$ cat src/rtl/sumator_multibyte_ctrl.sv
// sumator_multibyte_ctrl: feeds an external 8-bit adder (sumator_8b) one byte
// per cycle, LSB first, and assembles an NBYTES-wide sum plus final carry.
// Operands arrive on a start valid/ready handshake; the result leaves on a
// result valid/ready handshake.
// Optional build macro: SUMATOR_OVERFLOW_EN adds the result_ovf output
// (signed two's-complement overflow of the wide sum).
module sumator_multibyte_ctrl #(
  parameter int NBYTES = 4
) (
  input  logic                clk,
  input  logic                rst_n,
  input  logic                start_valid,
  output logic                start_ready,
  input  logic [8*NBYTES-1:0] op_a,
  input  logic [8*NBYTES-1:0] op_b,
  input  logic                op_carry_in,
  output logic [7:0]          add_in0,
  output logic [7:0]          add_in1,
  output logic                add_carry_in,
  input  logic [7:0]          add_out,
  input  logic                add_carry_out,
  output logic [8*NBYTES-1:0] result,
  output logic                result_carry,
  output logic                result_valid,
  input  logic                result_ready,
  output logic                busy
`ifdef SUMATOR_OVERFLOW_EN
  ,
  output logic                result_ovf
`endif
);

  localparam int W    = 8 * NBYTES;
  localparam int IDXW = (NBYTES > 1) ? $clog2(NBYTES) : 1;

  typedef enum logic [1:0] {
    IDLE = 2'd0,
    ADD  = 2'd1,
    DONE = 2'd2
  } state_t;

  state_t            state;
  state_t            state_next;
  logic [IDXW-1:0]   idx;
  logic              carry_q;
  logic [W-1:0]      a_q;
  logic [W-1:0]      b_q;
  logic [7:0]        a_byte;
  logic [7:0]        b_byte;
  logic              last_byte;

  // The index stops at NBYTES-1 because the FSM leaves ADD there.
  assign last_byte = (idx == IDXW'(NBYTES - 1));

  // Select the operand bytes addressed by the current byte index.
  always_comb begin
    a_byte = '0;
    b_byte = '0;
    for (int k = 0; k < NBYTES; k++) begin
      if (idx == IDXW'(k)) begin
        a_byte = a_q[8*k +: 8];
        b_byte = b_q[8*k +: 8];
      end
    end
  end

  // State register; reset discards any operation in flight.
  always_ff @(posedge clk or negedge rst_n) begin
    if (!rst_n) begin
      state <= IDLE;
    end else begin
      state <= state_next;
    end
  end

  // Next-state and handshake/adder outputs, all decoded from the state.
  always_comb begin
    state_next   = state;
    start_ready  = 1'b0;
    busy         = 1'b0;
    result_valid = 1'b0;
    add_in0      = '0;
    add_in1      = '0;
    add_carry_in = 1'b0;
    case (state)
      IDLE: begin
        start_ready = 1'b1;
        if (start_valid) begin
          state_next = ADD;
        end
      end
      ADD: begin
        busy         = 1'b1;
        add_in0      = a_byte;
        add_in1      = b_byte;
        add_carry_in = carry_q;
        if (last_byte) begin
          state_next = DONE;
        end
      end
      DONE: begin
        busy         = 1'b1;
        result_valid = 1'b1;
        if (result_ready) begin
          state_next = IDLE;
        end
      end
      default: begin
        state_next = IDLE;
      end
    endcase
  end

  // Datapath: latch operands on acceptance, then collect one adder byte per cycle.
  always_ff @(posedge clk or negedge rst_n) begin
    if (!rst_n) begin
      idx          <= '0;
      carry_q      <= 1'b0;
      a_q          <= '0;
      b_q          <= '0;
      result       <= '0;
      result_carry <= 1'b0;
`ifdef SUMATOR_OVERFLOW_EN
      result_ovf   <= 1'b0;
`endif
    end else begin
      case (state)
        IDLE: begin
          if (start_valid) begin
            a_q     <= op_a;
            b_q     <= op_b;
            carry_q <= op_carry_in;
            idx     <= '0;
            result  <= '0;
          end
        end
        ADD: begin
          for (int k = 0; k < NBYTES; k++) begin
            if (idx == IDXW'(k)) begin
              result[8*k +: 8] <= add_out;
            end
          end
          carry_q <= add_carry_out;
          if (last_byte) begin
            result_carry <= add_carry_out;
`ifdef SUMATOR_OVERFLOW_EN
            result_ovf   <= (a_q[W-1] == b_q[W-1]) && (add_out[7] != a_q[W-1]);
`endif
          end else begin
            idx <= idx + 1'b1;
          end
        end
        default: begin
        end
      endcase
    end
  end

endmodule

$ cat config.mk
export PLATFORM = sky130hd
export DESIGN_NAME = sumator_multibyte_ctrl
export DESIGN_NICKNAME = d
export VERILOG_FILES = /design/src/rtl/sumator_multibyte_ctrl.sv
export SDC_FILE = /design/constraint.sdc
export NUM_CORES = 1
export LEC_CHECK = 0
export BUFFER_PORTS_ARGS = -buffer_cell sky130_fd_sc_hd__buf_2
export CAP_MARGIN = 15
export CELL_PAD_IN_SITES_DETAIL_PLACEMENT = 1
export CELL_PAD_IN_SITES_GLOBAL_PLACEMENT = 2
export CORE_MARGIN = 2
export CORE_UTILIZATION = 37
export DETAILED_ROUTE_END_ITERATION = 10
export PLACE_DENSITY = 0.95
export SLEW_MARGIN = 20
export SYNTH_ARGS = -nofsm -noshare
export SYNTH_HDL_FRONTEND = slang
export SYNTH_SLANG_ARGS = --single-unit
export TNS_END_PERCENT = 50
$ cat constraint.sdc
create_clock -name clk -period 3.3 [get_ports clk]
set_input_delay 0.33 -clock clk [delete_from_list [all_inputs] [get_ports clk]]
set_output_delay 0.33 -clock clk [all_outputs]
set_load 0.005 [all_outputs]
; ---- Word-level counts from Yosys, hierarchy flattened
; Cells that the tools add are included.
[totals]
n_memories = 0
latch_bits = 0
output_inout_bits = 53
ff_bits = 102
in_bits = 78
ram_bits = 0
elab_cells = 65
rom_bits = 0
[op_classes]
n_lt_le_gt_ge = 0
n_div = 0
n_bitwise = 0
n_shift = 0
multipliers = 0
n_mux = 29
add_sub_neg = 1
reduce_logical = 13
eq_ne = 12
[ops]
columns = cell, count
row1 = $mux W8, 14
row2 = $pmux W32 S2, 1
row3 = $mux W32, 1
row4 = $reduce_and A3 Y1, 6
row5 = $ne A2 B2 Y1 const B, 7
row6 = $mux W2, 5
row7 = $eq A2 B2 Y1 const B, 3
row8 = $pmux W2 S3, 1
row9 = $reduce_and A2 Y1, 3
row10 = $mux W1, 5
row11 = $eq A2 B1 Y1 const B, 2
row12 = $logic_not A2 Y1, 2
row13 = $pmux W2 S2, 1
row14 = $add A2 B1 Y2 const B, 1
row15 = $pmux W1 S2, 1
row16 = $reduce_bool A2 Y1, 1
row17 = $reduce_or A2 Y1, 1

; ---- Depth between registers and ports, before layout
[depth]
depth_word = 6
mapped_depth = 7
mapped_depth_nobuf = 5

; ---- Worst setup path after synthesis
; Ideal clock, no wire load.
[synth_path]
path_kind = register to output
startpoint = register idx[1]
endpoint = output add_in1[3]
path_buffers = 2
setup_slack_ps = 1495
path_stages_with_launch = 8
t_required_ps = 2970
arrival_time_ps = 1475
cell_sequence = dfrtp_1 inv_1 ha_1 buf_2 nor2b_2 buf_2 a221oi_1 o21ai_0
[synth_via]
elab_chain_cells = 6
word_cells_on_any_way = 9
classes_between = eq/ne: 3 / mux: 5 / reduce/logical: 1
[synth_rtl]
columns = element, line_no
row1 = from (decl), 44  ; logic [IDXW-1:0] idx;
row2 = from (signal assigned), 150  ; idx <= idx + 1'b1;
row3 = $logic_not A2 Y1, 60  ; if (idx == IDXW'(k)) begin
row4 = $mux W8 (3 in series), 60
row5 = $mux W8 *, 60
row6 = $mux W8 *, 85  ; case (state)
row7 = to (decl), 18  ; output logic [7:0] add_in1,
; Every way passes the cells marked *; elsewhere a longest branch is shown, timed or not.

; ---- Worst setup path after layout
[layout_path]
startpoint = register idx[0]
endpoint = output add_in1[3]
; The elaborated chain is that of the path after synthesis.

==> flow_summary_export.csv <==
group,metric,value,unit
timing,tns,0,ps
global_routing,overflow,0,
place,routabilityCongestion,0.796,
timing,hold_viol,0,
logic_synthesis,synth_seq_cells,102,
pwr,peakVddDrop,0.432,mV
timing,period_needed,2960,ps
drt,drt_iter0_markers,157,
clocking,ctsLongestPathBuffers,2,
die,fp.dieArea,13900,um2
run,cap_violations,0,
drt,wl_per_cell,18.4,um
global_routing,first_global_vias,3939,
cells_and_area,drive_gt1_share,49.3,%
global_routing,grt_first_pass_wirelength,20800,um
drt,firstDrtPassIters,4,
clocking,clkLatencyLatePin,350,ps
clocking,cts_resized,0,
drt,vias,3561,
drt,final_antenna_net_count,0,
cells_and_area,design_area,5890,um2
pwr,comb_power_share,47.7,%
setup_path,path_cells,"inv_1 > ha_1 > inv_1 > o21ai_0 > o21ai_0 > buf_2",
global_routing,antenna_found_initial,1,
setup_path,required,2970,ps
die,fp-row-count,41,
setup_path,critPathMaxFanout,17,
pwr,power.internal,3830,uW
global_routing,track_usage,18.9,%
logic_synthesis,netlist_area,4790,um2
setup_path,end_kind,"output pin",
cells_and_area,syn_to_final_growth,23.0,%
clocking,holdBufCountCts,0,
timing,worstMarginPinSlew,772,ps
timing,rsz0062_at_grt,"no",
drt,drc_errors,0,
timing,relSlewSlack,48.5,%
global_routing,grt_max_degree,65,
place,placed_cell_area,5620,um2
pwr,clkPwrFrac,16.4,%
logic_synthesis,synth.distinct_cells,37,
setup_path,path_class,"register to output pin",
pwr,switching_share,36.6,%
timing,holdWs,47.9,ps
cells_and_area,most-common-layout-cells,"buf_2, dfrtp_1, mux2_2, o21ai_0, nand2_1",
timing,clock_skew,5.76,ps
place,dp_hpwl,8950,um
logic_synthesis,synth_area_leaders,"dfrtp_1, mux2_2, a221oi_1",
pwr,net-switching-power,2210,uW
cells_and_area,num-nets-final,592,
clocking,htreeDepth,3,
cells_and_area,seqCellArea,2550,um2
logic_synthesis,synth_largest_area_cell,"dfrtp_1",
drt,drt_wl_total,12600,um
pwr,powerDensity,1030,nW/um2
logic_synthesis,synthCells,381,
timing,timing.fmax,337,MHz
timing,post-route-period-util,89.8,%
die,initial_utilization,38.0,%
die,die_w,118,um
timing,setup_viol,0,
clocking,cts_tree,"built",
place,portBuffers,130,
cells_and_area,multi_input_area,2070,um2
clocking,clk_pin_slew_worst_paths,70,ps
die,die_h,118,um
min_path,hold_path.class,"primary input to asynchronous set/reset pin",
setup_path,arrival,2630,ps
pwr,p_leak,0.00277,uW
logic_synthesis,synthesis.nets,467,
setup_path,cp_slowest_cell,"ha_1",
drt,viasPerCell,5.21,
clocking,cts_setup_buffers,0,
logic_synthesis,seq_area_frac_synth,53.3,%
logic_synthesis,yosys.area.top_type_share,53.3,%
clocking,numCtsBuffers,9,
logic_synthesis,ys_warn_count,0,
timing,slew_viol_final,0,
pwr,power_frac_seq,36.0,%
setup_path,worstSetupStartpointType,"register",
cells_and_area,layout_commonest_cell,"buf_2",
die,io_pins,131,
timing,fin_ws,335,ps
setup_path,critPathMaxStageDelay,630,ps
die,coreArea,12600,um2
clocking,cts_root_buf,"clkbuf_16",
place,placed_cells,667,
logic_synthesis,postSynthAreaPerCell,12.6,um2
clocking,cts.sinks,102,
cells_and_area,fin_cells,684,
run_status,status,"finished, final reports clean",
cells_and_area,fillers,1417,
place,pre_cts_ws,614,ps
[per-layer routing]
| metal | routed length [um] | track usage (%) | up-vias |
|---|---|---|---|
| met1 | 5420 | 23.6 | 1804 |
| met5 | 13 | 0 | - |
| met4 | 163 | 6.25 | 2 |
| met3 | 814 | 5.67 | 19 |
| li1 | - | - | 1629 |
| met2 | 6170 | 31.3 | 107 |
[power groups by stage]
stage	combinational (uW)	sequential, uW	clock [uW]
CTS	2930	2180	1030
global placement	2800	2160	0
global route	3170	2250	1070
finish	2880	2170	989
floorplan	2030	2110	0
detailed placement	2910	2200	0
[flip-flops by register name, summed over array words and instances, names as in the netlist]
name and count:
a_q 32, b_q 32, carry_q 1, idx 2
result 32, result_carry 1, state 2
[cell type report]
cell class | instances | area share, %
antenna | 1 | 0.0425
tap | 172 | 3.65
sequential | 102 | 43.3
timing repair buffer | 142 | 12.8
multi-input combinational | 243 | 35.1
inverter | 8 | 0.510
clock inverter | 3 | 0.318
clock buffer | 13 | 4.25
[stage by stage]
| step | util [%] | power (uW) |
|---|---|---|
| after detailed placement | 44.5 | 5110 |
| after global routing | 46.7 | 6490 |
| final | 46.7 | 6040 |
| after floorplan | - | 4140 |
| after global placement | 44.5 | 4960 |
| after CTS | 46.7 | 6140 |
[cells in the mapped netlist]
library cell and number:
clkbuf_1 3, nand2_2 1, and2_1 10, a21oi_1 10
buf_2 19, o21ai_1 10, mux2_1 1, o21ai_0 22
nor2_1 1, a21oi_4 3, nand2_1 17, nand3b_1 2
o311ai_1 1, a21o_1 1, o22ai_1 1, buf_1 2
or3b_2 1, a31oi_1 1, ha_1 8, inv_1 8
buf_4 4, a221oi_1 15, a32o_1 7, mux2i_4 1
nand2b_1 10, o32a_1 1, o21a_1 2, a22oi_1 1
nor2b_1 5, a311o_1 2, mux2_2 89, o2bb2ai_1 1
nor3_1 2, nand3_1 9, dfrtp_1 102, a211o_1 7
nor2b_2 1
[critical path: cells and delay by family (launching register included)]
kind                       cells  cell delay, ps
AOI/OAI and AO/OA              2             430
adders and majority gates      1             630
buffers and inverters          3             770
DFF                            1             430
[kinds of logic (layout without fill, tap and decap cells)]
family | Yosys count | count (layout) | synth area share, %
DFF | 102 | 102 | 53.3
adders and majority gates | 8 | 8 | 2.09
muxes | 91 | 91 | 21.6
other | 0 | 1 | 0
buffers and inverters | 36 | 166 | 3.63
and+or+nand+nor | 59 | 59 | 6.63
AOI/OAI and AO/OA | 85 | 85 | 12.8
[worst paths after layout]
kind / slack [ps] / cells after the start / end / from
worst max-delay path: 340 / 6 / add_in1[3] / idx[0]$_DFFE_PN0P_
worst min-delay path: 50 / 1 / carry_q$_DFFE_PN0P_ / rst_n
worst max register to register: 670 / 5 / result[19]$_DFFE_PN0P_ / idx[0]$_DFFE_PN0P_
worst min register to register: 500 / 1 / b_q[21]$_DFFE_PN0P_ / b_q[21]$_DFFE_PN0P_
max in group asynchronous: 2440 / 2 / result[9]$_DFFE_PN0P_ / rst_n
min in group clk: 200 / 2 / a_q[29]$_DFFE_PN0P_ / op_a[29]
Note: power is estimated with default switching activity, not from simulation.
